<file path="src/rtl/bu2020_fetch.sv">
`timescale 1ns/1ps
// bu2020_fetch: instruction fetch unit for the BU2020 core.
// Owns the fetch PC, issues one outstanding word read at a time and buffers
// returned instructions in a small prefetch queue drained by execute through
// a valid/ready handshake. A redirect from execute flushes all stale state.
module bu2020_fetch #(
  parameter logic [15:0] RESET_PC = 16'h0000,
  parameter int unsigned PC_STEP  = 4,
  parameter int unsigned DEPTH    = 2
) (
  input  logic        clk,
  input  logic        rst_n,
  output logic        mem_req,
  output logic [15:0] mem_addr,
  input  logic        mem_ack,
  input  logic [15:0] mem_rdata,
  output logic        instr_valid,
  output logic [15:0] instr,
  output logic [15:0] instr_pc,
  input  logic        instr_ready,
  input  logic        redirect_valid,
  input  logic [15:0] redirect_pc
);

  localparam int unsigned PW      = (DEPTH > 1) ? $clog2(DEPTH) : 1;
  localparam int unsigned CW      = $clog2(DEPTH + 1);
  localparam logic [15:0] STEP_C  = 16'(PC_STEP);
  localparam logic [CW-1:0] DEPTH_C = CW'(DEPTH);
  localparam logic [CW-1:0] ONE_C   = CW'(1);
  localparam logic [CW-1:0] ZERO_C  = CW'(0);
  localparam logic [PW-1:0] PONE_C  = PW'(1);

  typedef enum logic [1:0] {
    S_IDLE = 2'd0,
    S_WAIT = 2'd1,
    S_DROP = 2'd2
  } state_t;

  state_t        state_r;
  logic [15:0]   fetch_pc_r;
  logic [15:0]   q_instr_r [DEPTH];
  logic [15:0]   q_pc_r    [DEPTH];
  logic [PW-1:0] rd_ptr_r;
  logic [PW-1:0] wr_ptr_r;
  logic [CW-1:0] count_r;
  logic          mem_req_r;
  logic [15:0]   mem_addr_r;
  logic          instr_valid_r;

  logic          push_s;
  logic          pop_s;
  logic [CW-1:0] count_next_s;
  logic [15:0]   pc_inc_s;

  // Queue bookkeeping: a redirect flushes and overrides any push or pop.
  always_comb begin
    push_s       = 1'b0;
    pop_s        = 1'b0;
    count_next_s = count_r;
    pc_inc_s     = fetch_pc_r + STEP_C;
    if (redirect_valid) begin
      push_s       = 1'b0;
      pop_s        = 1'b0;
      count_next_s = ZERO_C;
    end else begin
      push_s = (state_r == S_WAIT) && mem_ack;
      pop_s  = (count_r != ZERO_C) && instr_ready;
      if (push_s && !pop_s) begin
        count_next_s = count_r + ONE_C;
      end else if (pop_s && !push_s) begin
        count_next_s = count_r - ONE_C;
      end else begin
        count_next_s = count_r;
      end
    end
  end

  // Prefetch queue storage: written only on an accepted memory response.
  always_ff @(posedge clk or negedge rst_n) begin
    if (!rst_n) begin
      for (int unsigned i = 0; i < DEPTH; i++) begin
        q_instr_r[i] <= 16'h0000;
        q_pc_r[i]    <= 16'h0000;
      end
    end else if (push_s) begin
      q_instr_r[wr_ptr_r] <= mem_rdata;
      q_pc_r[wr_ptr_r]    <= mem_addr_r;
    end
  end

  // Queue pointers, occupancy and the registered head-valid flag.
  always_ff @(posedge clk or negedge rst_n) begin
    if (!rst_n) begin
      rd_ptr_r      <= {PW{1'b0}};
      wr_ptr_r      <= {PW{1'b0}};
      count_r       <= ZERO_C;
      instr_valid_r <= 1'b0;
    end else begin
      count_r       <= count_next_s;
      instr_valid_r <= (count_next_s != ZERO_C);
      if (redirect_valid) begin
        wr_ptr_r <= rd_ptr_r;
      end else begin
        if (push_s) wr_ptr_r <= wr_ptr_r + PONE_C;
        if (pop_s)  rd_ptr_r <= rd_ptr_r + PONE_C;
      end
    end
  end

  // Fetch FSM: owns the fetch PC and the registered memory request.
  always_ff @(posedge clk or negedge rst_n) begin
    if (!rst_n) begin
      state_r    <= S_IDLE;
      fetch_pc_r <= RESET_PC;
      mem_req_r  <= 1'b0;
      mem_addr_r <= 16'h0000;
    end else begin
      case (state_r)
        S_IDLE: begin
          if (redirect_valid) begin
            fetch_pc_r <= redirect_pc;
            mem_addr_r <= redirect_pc;
            mem_req_r  <= 1'b1;
            state_r    <= S_WAIT;
          end else if (count_r < DEPTH_C) begin
            mem_addr_r <= fetch_pc_r;
            mem_req_r  <= 1'b1;
            state_r    <= S_WAIT;
          end
        end
        S_WAIT: begin
          if (mem_ack) begin
            if (redirect_valid) begin
              // Returned word belongs to the old stream: drop it, restart.
              fetch_pc_r <= redirect_pc;
              mem_addr_r <= redirect_pc;
              mem_req_r  <= 1'b1;
              state_r    <= S_WAIT;
            end else begin
              fetch_pc_r <= pc_inc_s;
              mem_addr_r <= pc_inc_s;
              if (count_next_s < DEPTH_C) begin
                mem_req_r <= 1'b1;
                state_r   <= S_WAIT;
              end else begin
                mem_req_r <= 1'b0;
                state_r   <= S_IDLE;
              end
            end
          end else if (redirect_valid) begin
            // Old request must still complete; hold it and discard later.
            fetch_pc_r <= redirect_pc;
            state_r    <= S_DROP;
          end
        end
        S_DROP: begin
          if (mem_ack) begin
            fetch_pc_r <= redirect_valid ? redirect_pc : fetch_pc_r;
            mem_addr_r <= redirect_valid ? redirect_pc : fetch_pc_r;
            mem_req_r  <= 1'b1;
            state_r    <= S_WAIT;
          end else if (redirect_valid) begin
            fetch_pc_r <= redirect_pc;
          end
        end
        default: begin
          state_r   <= S_IDLE;
          mem_req_r <= 1'b0;
        end
      endcase
    end
  end

  assign mem_req     = mem_req_r;
  assign mem_addr    = mem_addr_r;
  assign instr_valid = instr_valid_r;
  assign instr       = q_instr_r[rd_ptr_r];
  assign instr_pc    = q_pc_r[rd_ptr_r];

endmodule

</file>
<file path="config.mk">
export PLATFORM = sky130hd
export DESIGN_NAME = bu2020_fetch
export DESIGN_NICKNAME = d
export VERILOG_FILES = /design/src/rtl/bu2020_fetch.sv
export SDC_FILE = /design/constraint.sdc
export NUM_CORES = 1
export LEC_CHECK = 0
export ABC_AREA = 1
export CELL_PAD_IN_SITES_DETAIL_PLACEMENT = 0
export CELL_PAD_IN_SITES_GLOBAL_PLACEMENT = 1
export CORE_ASPECT_RATIO = 1.75
export CORE_MARGIN = 10
export CORE_UTILIZATION = 35
export DETAILED_ROUTE_END_ITERATION = 6
export DONT_BUFFER_PORTS = 1
export GPL_TIMING_DRIVEN = 0
export PLACE_DENSITY = 0.6
export RECOVER_POWER = 100
export SLEW_MARGIN = 20
export SYNTH_ARGS = -nofsm -noshare
export SYNTH_HDL_FRONTEND = slang
export SYNTH_SLANG_ARGS = --single-unit
</file>
<file path="constraint.sdc">
create_clock -name clk -period 2.5 [get_ports clk]
set_input_delay 0.125 -clock clk [delete_from_list [all_inputs] [get_ports clk]]
set_output_delay 0.125 -clock clk [all_outputs]
set_load 0.02 [all_outputs]
</file>
* Yosys cells after proc, flatten, opt, wreduce, memory -nomap -nowiden *
Cells that the tools add are included.

word-level totals
  output and inout port bits = 50
  bits of input ports = 37
  logic and storage cells = 90
  register bits = 104

cells by class
  mux-type cells = 41
  eq/ne operators = 6
  bitwise gates (word level) = 3
  $lt $le $gt $ge = 5
  add/sub/neg operators = 5
  reduce and logical (&&, ||, !) cells = 18

operators with widths
  cell                                                              number
  16-bit two-way mux                                                14
  32-bit bitwise mux                                                2
  16-bit one-hot mux with 3 select lines                            1
  16-bit one-hot mux with 2 select lines                            1
  16-bit by 3-bit adder with 16-bit output (second input constant)  1
  16-bit demux with 1-bit select                                    1
  2-bit two-way mux                                                 8
  1-bit two-way mux                                                 12
  2-bit nonzero test                                                4
  3-bit != test (second input constant)                             2
  2-bit one-hot mux with 3 select lines                             1
  3-bit AND reduction                                               2
  1-bit logical AND                                                 5
  2-bit >= comparator (second input constant)                       2
  2-bit less-than comparator (second input constant)                2
  2-bit != test (second input constant)                             2
  1-bit inverter with 2-bit output                                  2
  4-bit AND reduction                                               1
  1-bit one-hot mux with 3 select lines                             1
  3-bit nonzero test                                                1
  1-bit adder (second input constant)                               2
  2-bit by 1-bit adder with 2-bit output (second input constant)    1
  2-bit by 1-bit == test with 1-bit output (second input constant)  1
  2-bit == test (second input constant)                             1
  other kinds (7)                                                   8

* Logic depth before layout (Yosys ltp) *
Gate-level depths: netlist of run 1.

  depth in word-level cells = 12
  gate-level depth with buffers = 12
  mapped depth without buffers = 12

* Least setup slack after synthesis of run 1 *
Ideal clock, no wire load.

  path type = flip-flop to flip-flop
  from = register fetch_pc_r[2]
  to = register fetch_pc_r[8]
  cell stages (with the launch flop) = 8
  path slack = 1237 ps
  clock period less this slack = 1263 ps
  setup time = 77 ps
  required time = 2423 ps
  arrival time = 1186 ps
  path buffers = 0
  cell sequence = dfrtp_1 -> ha_1 -> nand2_1 -> nor2_1 -> nand2_1 -> o21ai_1 -> nand2_1 -> a21oi_1

between the ends
  longest elaborated chain between the ends = 4

RTL lines
  item                                      RTL line  source
  from (decl)                               40        logic [15:0] fetch_pc_r;
  from (signal assigned)                    121       fetch_pc_r <= redirect_pc;
  from (signal assigned)                    135       fetch_pc_r <= redirect_pc;
  from (signal assigned)                    140       fetch_pc_r <= pc_inc_s;
  16-bit by 3-bit adder with 16-bit output  60        pc_inc_s = fetch_pc_r + STEP_C;
  16-bit two-way mux                        133       if (redirect_valid) begin
  16-bit two-way mux                        132       if (mem_ack) begin
  16-bit one-hot mux with 2 select lines    118       case (state_r)

No other way between the ends.
A chain may end at the register's enable or synchronous reset.

* Worst setup path after layout of run 1 *
  from = register state_r[1]
  to = register state_r[0]

between the ends
  longest elaborated chain between the ends = 12
  elaborated cells on any way between the ends = 19
  those cells by class = order compare (1); eq/ne (5); mux (7); reduce/logical (6)

RTL lines
  item                                      RTL line  source
  from (decl)                               39        state_t state_r;
  from (signal assigned)                    113       state_r <= S_IDLE;
  from (signal assigned)                    124       state_r <= S_WAIT;
  from (signal assigned)                    128       state_r <= S_WAIT;
  2-bit by 1-bit == test with 1-bit output  66, 118
  1-bit logical AND                         66        push_s = (state_r == S_WAIT) && mem_ack;
  1-bit zero test                           70        end else if (pop_s && !push_s) begin
  1-bit logical AND                         70
  2-bit two-way mux                         70
  2-bit two-way mux                         68        if (push_s && !pop_s) begin
  2-bit two-way mux                         61        if (redirect_valid) begin
  2-bit less-than comparator                142       if (count_next_s < DEPTH_C) begin
  1-bit two-way mux                         142
  1-bit two-way mux                         133
  2-bit two-way mux                         132
  2-bit one-hot mux with 3 select lines     118

Several ways; a longest one is shown, not always the timed one.

==> results of run 1 <==
## flip-flops by register name, indices dropped and copies added (netlist names)
signal	flops
count_r	2
fetch_pc_r	16
instr_valid	1
mem_addr	16
mem_req	1
q_instr_r	32
q_pc_r	32
rd_ptr_r	1
state_r	2
wr_ptr_r	1
## per-layer routing
metal / GRT usage (%) / routed length (um) / vias up / part of all wire, %
li1: - / - / 2299 / -
met1: 17.28 / 6595 / 2233 / 39
met2: 30.81 / 9251 / 90 / 55
met3: 2.876 / 685 / 10 / 4.1
met4: 4.638 / 215 / 0 / 1.3
met5: 0 / 0 / - / 0
## layout make-up
cell class / instances / area share [%]
timing repair buffer: 17 / 2.859
multi-input combinational: 502 / 36.49
tap: 183 / 3.847
buffer: 36 / 3.111
sequential: 104 / 43.73
clock inverter: 5 / 1.366
inverter: 76 / 4.814
clock buffer: 9 / 3.784
## synthesized netlist by cell type, drive strengths merged
master / count / area (sq um)
clkbuf: 11 / 41.29
dfrtp: 104 / 2603
inv: 76 / 287.8
a22oi: 2 / 15.01
nand4: 2 / 12.51
a21oi: 31 / 155.2
o21a: 1 / 7.510
o211ai: 5 / 37.54
a31oi: 1 / 6.260
nand2: 299 / 1140
nand3: 29 / 150.1
o21ai: 94 / 523.0
buf: 25 / 199.0
nor2: 33 / 148.9
o22ai: 2 / 12.51
xor2: 1 / 8.760
ha: 2 / 25.02
## power groups by stage
stage          Clock (mW)  Sequential, mW  Combinational (mW)
2_1_floorplan           0            3.11                2.89
3_3_place_gp            0            3.30                3.70
3_5_place_dp            0            3.32                3.76
4_1_cts              1.56            3.29                3.80
5_1_grt              1.61            3.38                4.02
6_report             1.51            3.27                3.50
## per-stage QoR
stage / power (mW) / hold slack (ns) / util (%) / setup slack [ns]
after floorplan: 6.005 / -0.1706 / - / 1.237
final: 8.282 / -0.5218 / 39.72 / 0.3568
after global routing: 9.012 / -0.5381 / 39.72 / 0.1883
after detailed placement: 7.083 / -0.1658 / 37.38 / 0.6986
after global placement: 6.999 / -0.1662 / 37.38 / 0.7278
after CTS: 8.648 / -0.5402 / 40.56 / 0.3230
## kinds of logic after synthesis
kind of cell               after synthesis
adders and majority gates                2
xor gates and xnor gates                 1
and+or+nand+nor                        363
DFF                                    104
AOI/OAI and AO/OA                      136
buffers and inverters                  112
## final timing paths
| path | end | slack (ns) |
|---|---|---|
| min in group clk | state_r[1] | 0.02 |
| hold / removal | mem_addr[0] | -0.52 |
| max in group asynchronous | q_instr_r[19] | 2.85 |
| hold reg to reg | q_pc_r[28] | 0.48 |
| setup reg to reg | state_r[0] | 0.36 |
| setup / recovery | state_r[0] | 0.36 |
==> results.cfg, run 1 <==
[floorplan]
core_area_sq_um = 14990
design.die.area_sq_um = 20900
fp.dieW_um = 113.7
rows = 59
pin_count = 87
start_util_pct = 35.85
dieHeight_um = 183.9

[sta]
hold_viol = 104
setup_violations = 0
period_needed_ns = 2.143
fin_crit_sh_pct = 85.73
whs_ns = -0.5218
max_freq_ghz = 0.4666
slew_violations = 0
slew_headroom_pct = 49.96
tightest_slew_ns = 0.7478
setup_tns_ns = 0
final.setup_skew_ns = 0.01117
grt_setup_unrepaired = false

[clocking]
cts_buffers = 9
clock_sinks = 104
path_clk_slew_ns = 0.08
htreeDepth = 3
clk_latency_ns = 0.34
cts_resized = 0
cts_root_buf = clkbuf_16
post_cts.repair.setup_buffers = 0
holdBufCountCts = 17
clockBufferDepth = 2
cts_tree = done

[critical_path]
crit_top_cell = nand2_1
cp_data_arrival_time_ns = 2.38
critPathKind = reg2reg
crit_chain = a21oi_1 > nand2_2 > nand2_1 > clkinvlp_2 > clkbuf_2 > nand2_1 > nand2_1
start_kind = flop
cpMaxStageDelayCell = clkinvlp_2
r2r_cells = 7
path_depth = 7
worst-path-buf-inv = 2
crit-reg2reg-launch = state_r[1]
cp.required_ns = 2.73
worstPathMaxFanout = 10
crit_start = state_r[1]
end_kind = flop
cp_top_family = buffers and inverters
slowest_delay_ns = 0.48

[finish]
nets = 785
fillers = 1598
final_cells = 932
regArea_sq_um = 2603
drive_above_1_share_pct = 5.874
syn2layout_area_growth_pct = 10.78
postLayoutCellArea_sq_um = 5952
multi_input_area_sq_um = 2172
diodes = 0
final_cell_mix = 297 x nand2_1, 104 x dfrtp_1, 73 x o21ai_0
final_common_cell = nand2_1

[run_status]
violations = hold timing
status = finished, violations left

[pwr]
p_leak_nw = 3.110
p_sw_mw = 3.926
power_frac_comb_pct = 42.3
clkPwrFrac_pct = 18.3
pwr-share-seq_pct = 39.4
ir_worst_vdd_uv = 426.6
sw_frac_of_total_pct = 47.40
power_density_nw_per_um2 = 1391
internal_power_mw = 4.356

[global_routing]
grt_pass1_wl_mm = 26.52
grt_usage_pct = 16.13
grt_pass1_vias = 4740
antenna_found_initial = 0
grt_start_max_net_pins = 105
grt.overflow.total = 0

[synth]
synth_compound_area_share_pct = 14.09
yosysWarnings = 0
syn_area_per_cell_sq_um = 7.483
synthMuxAreaShare_pct = 0
syn_nets = 757
synthesis.area_sq_um = 5373
synth_xor_area_share_pct = 0.1630
synth_cell_types = 29
ys_ff_latch = 104
yosys.area_share.adder_pct = 0.4658
synth_top_family_by_area = simple AND/OR/NAND/NOR gates
synth-simple-area-share_pct = 27.01
yosysSeqAreaShare_pct = 48.44
syn_inst = 718

[placed_design]
gp_congestion = 0.8168
post-place-cells = 901
hpwl_mm = 12.33
dpl_cell_area_sq_um = 5602
port_buffers = 0

[flow_run]
max_cap_viol_count = 0

[hold_path]
min-delay-path-class = in2async

[drt]
drcViolationCount = 0
wl_mm = 16.75
postRouteAntennaNets = 0
viasPerCell = 4.970
num_vias = 4632
firstDrtPassIters = 6
wire_per_inst_um = 17.97
drt-initial-drc-count = 286
(Power assumes the default switching activity.)
==> run 2, diff against run 1 <==
--- a/config.mk
+++ b/config.mk
@@ -9,7 +9,7 @@
 export CELL_PAD_IN_SITES_DETAIL_PLACEMENT = 0
 export CELL_PAD_IN_SITES_GLOBAL_PLACEMENT = 1
 export CORE_ASPECT_RATIO = 1.75
-export CORE_MARGIN = 10
+export CORE_MARGIN = 2
 export CORE_UTILIZATION = 35
 export DETAILED_ROUTE_END_ITERATION = 6
 export DONT_BUFFER_PORTS = 1
==> results.cfg, run 2 (synthesis gave the netlist of run 1 again) <==
[finish]
nets = 785
diodes = 0
final_common_cell = nand2_1
largestRegisters = q_instr_r x32, q_pc_r x32
drive_above_1_share_pct = 6.658
post-route-util_pct = 40.04
final_cell_mix = 296 x nand2_1, 104 x dfrtp_1, 72 x inv_1
postLayoutCellArea_sq_um = 5971
fillers = 1627
syn2layout_area_growth_pct = 11.13

[sta]
setup_tns_ns = 0
tightest_slew_ns = 0.7202
max_freq_ghz = 0.4789
slew_violations = 0
slew_headroom_pct = 51.99
fin_crit_sh_pct = 83.53
whs_ns = -0.5361
grt_setup_unrepaired = false
hold_viol = 104
setup_violations = 0
final.setup_skew_ns = 0.01122
period_needed_ns = 2.088

[clocking]
cts_resized = 0
cts_root_buf = clkbuf_16
clock_sinks = 104
path_clk_slew_ns = 0.08
holdBufCountCts = 17
htreeDepth = 3
post_cts.repair.setup_buffers = 0
clockBufferDepth = 2
cts_buffers = 9
cts_tree = done
clk_latency_ns = 0.35

[global_routing]
grt_usage_pct = 20.34
grt_pass1_vias = 4795
grt_pass1_wl_mm = 26.30
grt_start_max_net_pins = 105
grt.overflow.total = 0
antenna_found_initial = 0

[critical_path]
path_depth = 5
r2r_setup_slack_ns = 0.43
worst-path-buf-inv = 3
critPathKind = reg2out
crit_end = instr_pc[10]
crit_start = rd_ptr_r
crit-reg2reg-launch = state_r[0]
crit_chain = clkbuf_1 > inv_1 > clkbuf_1 > nand2_1 > nand2_1
slowest_delay_ns = 0.45
cp_data_arrival_time_ns = 1.96
r2r_cells = 5
start_kind = flop
cpMaxStageDelayCell = clkbuf_1
r2r_end = mem_addr[11]
cp.required_ns = 2.38
worstPathMaxFanout = 10
cp_top_family = buffers and inverters
end_kind = primary output

[floorplan]
fp.dieW_um = 97.66
dieHeight_um = 167.9
core_area_sq_um = 14910
rows = 59
design.die.area_sq_um = 16400
start_util_pct = 36.03
pin_count = 87

[pwr]
p_sw_mw = 3.941
pwr-share-seq_pct = 39.6
ir_worst_vdd_uv = 484.2
internal_power_mw = 4.296
power_frac_comb_pct = 42.5
sw_frac_of_total_pct = 47.85
p_leak_nw = 3.120
p_total_mw = 8.237
clkPwrFrac_pct = 17.9
power_density_nw_per_um2 = 1380

[drt]
num_vias = 4663
top_layer_used = met4
drt-met1-wl_mm = 6.269
drcViolationCount = 0
postRouteAntennaNets = 0
wire_per_inst_um = 17.23
wl_met2_mm = 8.830
drt-initial-drc-count = 174
wl_mm = 16.10
viasPerCell = 4.993
firstDrtPassIters = 4
dr_wl_met3_um = 645

[flow_run]
max_cap_viol_count = 0

[run_status]
status = finished, violations left
violations = hold timing

[hold_path]
min-delay-path-class = in2async

[placed_design]
port_buffers = 0
dpl_cell_area_sq_um = 5602
hpwl_mm = 11.70
gp_congestion = 0.8339
## run 2: cell count changes in the layout (fill, tap and decap cells not counted), sizes merged
cell,previous run,this run
bufinv,2,1
inv,76,77
buf,13,14
clkinv,1,2
## run 2: how the worst min path moves through the flow
| stage | startpoint | endpoint | slack [ns] | depth (start not counted) |
|---|---|---|---|---|
| after floorplan | rst_n | count_r[0] | -0.17 | 0 |
| final | rst_n | q_pc_r[19] | -0.54 | 0 |
| after global routing | rst_n | q_instr_r[30] | -0.55 | 0 |
| after CTS | rst_n | q_instr_r[30] | -0.55 | 0 |
| after detailed placement | rst_n | q_instr_r[30] | -0.17 | 0 |
| after global placement | rst_n | q_instr_r[30] | -0.17 | 0 |
## run 2: cell type report
class / instances / area [sq um] / share of cell area, %
plain buffers: 36 / 195.2 / 3.269
clock buffers: 10 / 229.0 / 3.835
clock inverters: 6 / 75.07 / 1.257
inverters: 76 / 286.5 / 4.799
multi-input cells: 502 / 2183 / 36.57
flip-flops and latches: 104 / 2603 / 43.59
well taps: 183 / 229.0 / 3.835
repair buffers: 17 / 170.2 / 2.850
## run 2: worst register-to-register path: stages (launching register included)
cell	delay [ns]
dfrtp_1	0.45
inv_1	0.07
nor2_1	0.52
clkbuf_1	0.62
nand3_1	0.17
a21oi_1	0.16
## run 2: power by group through the flow
stage | logic (mW) | clock network (mW) | registers (mW)
6_report | 3.50 | 1.47 | 3.27
5_1_grt | 4.00 | 1.59 | 3.39
4_1_cts | 3.75 | 1.52 | 3.28
3_3_place_gp | 3.66 | 0 | 3.28
3_5_place_dp | 3.72 | 0 | 3.31
2_1_floorplan | 2.89 | 0 | 3.11
## run 2: metrics by stage
step,setup WS (ns),std cells,hold slack (ns)
after floorplan,1.237,718,-0.1706
after CTS,0.3437,934,-0.5475
after global routing,0.1403,934,-0.5529
after global placement,0.7421,901,-0.1665
after detailed placement,0.7233,901,-0.1680
final,0.4118,934,-0.5361
## run 2: layer usage
metal	GRT usage, %	up-vias
li1	-	2304
met1	23.28	2230
met2	38.44	112
met3	2.698	17
met4	6.824	0
met5	0	-
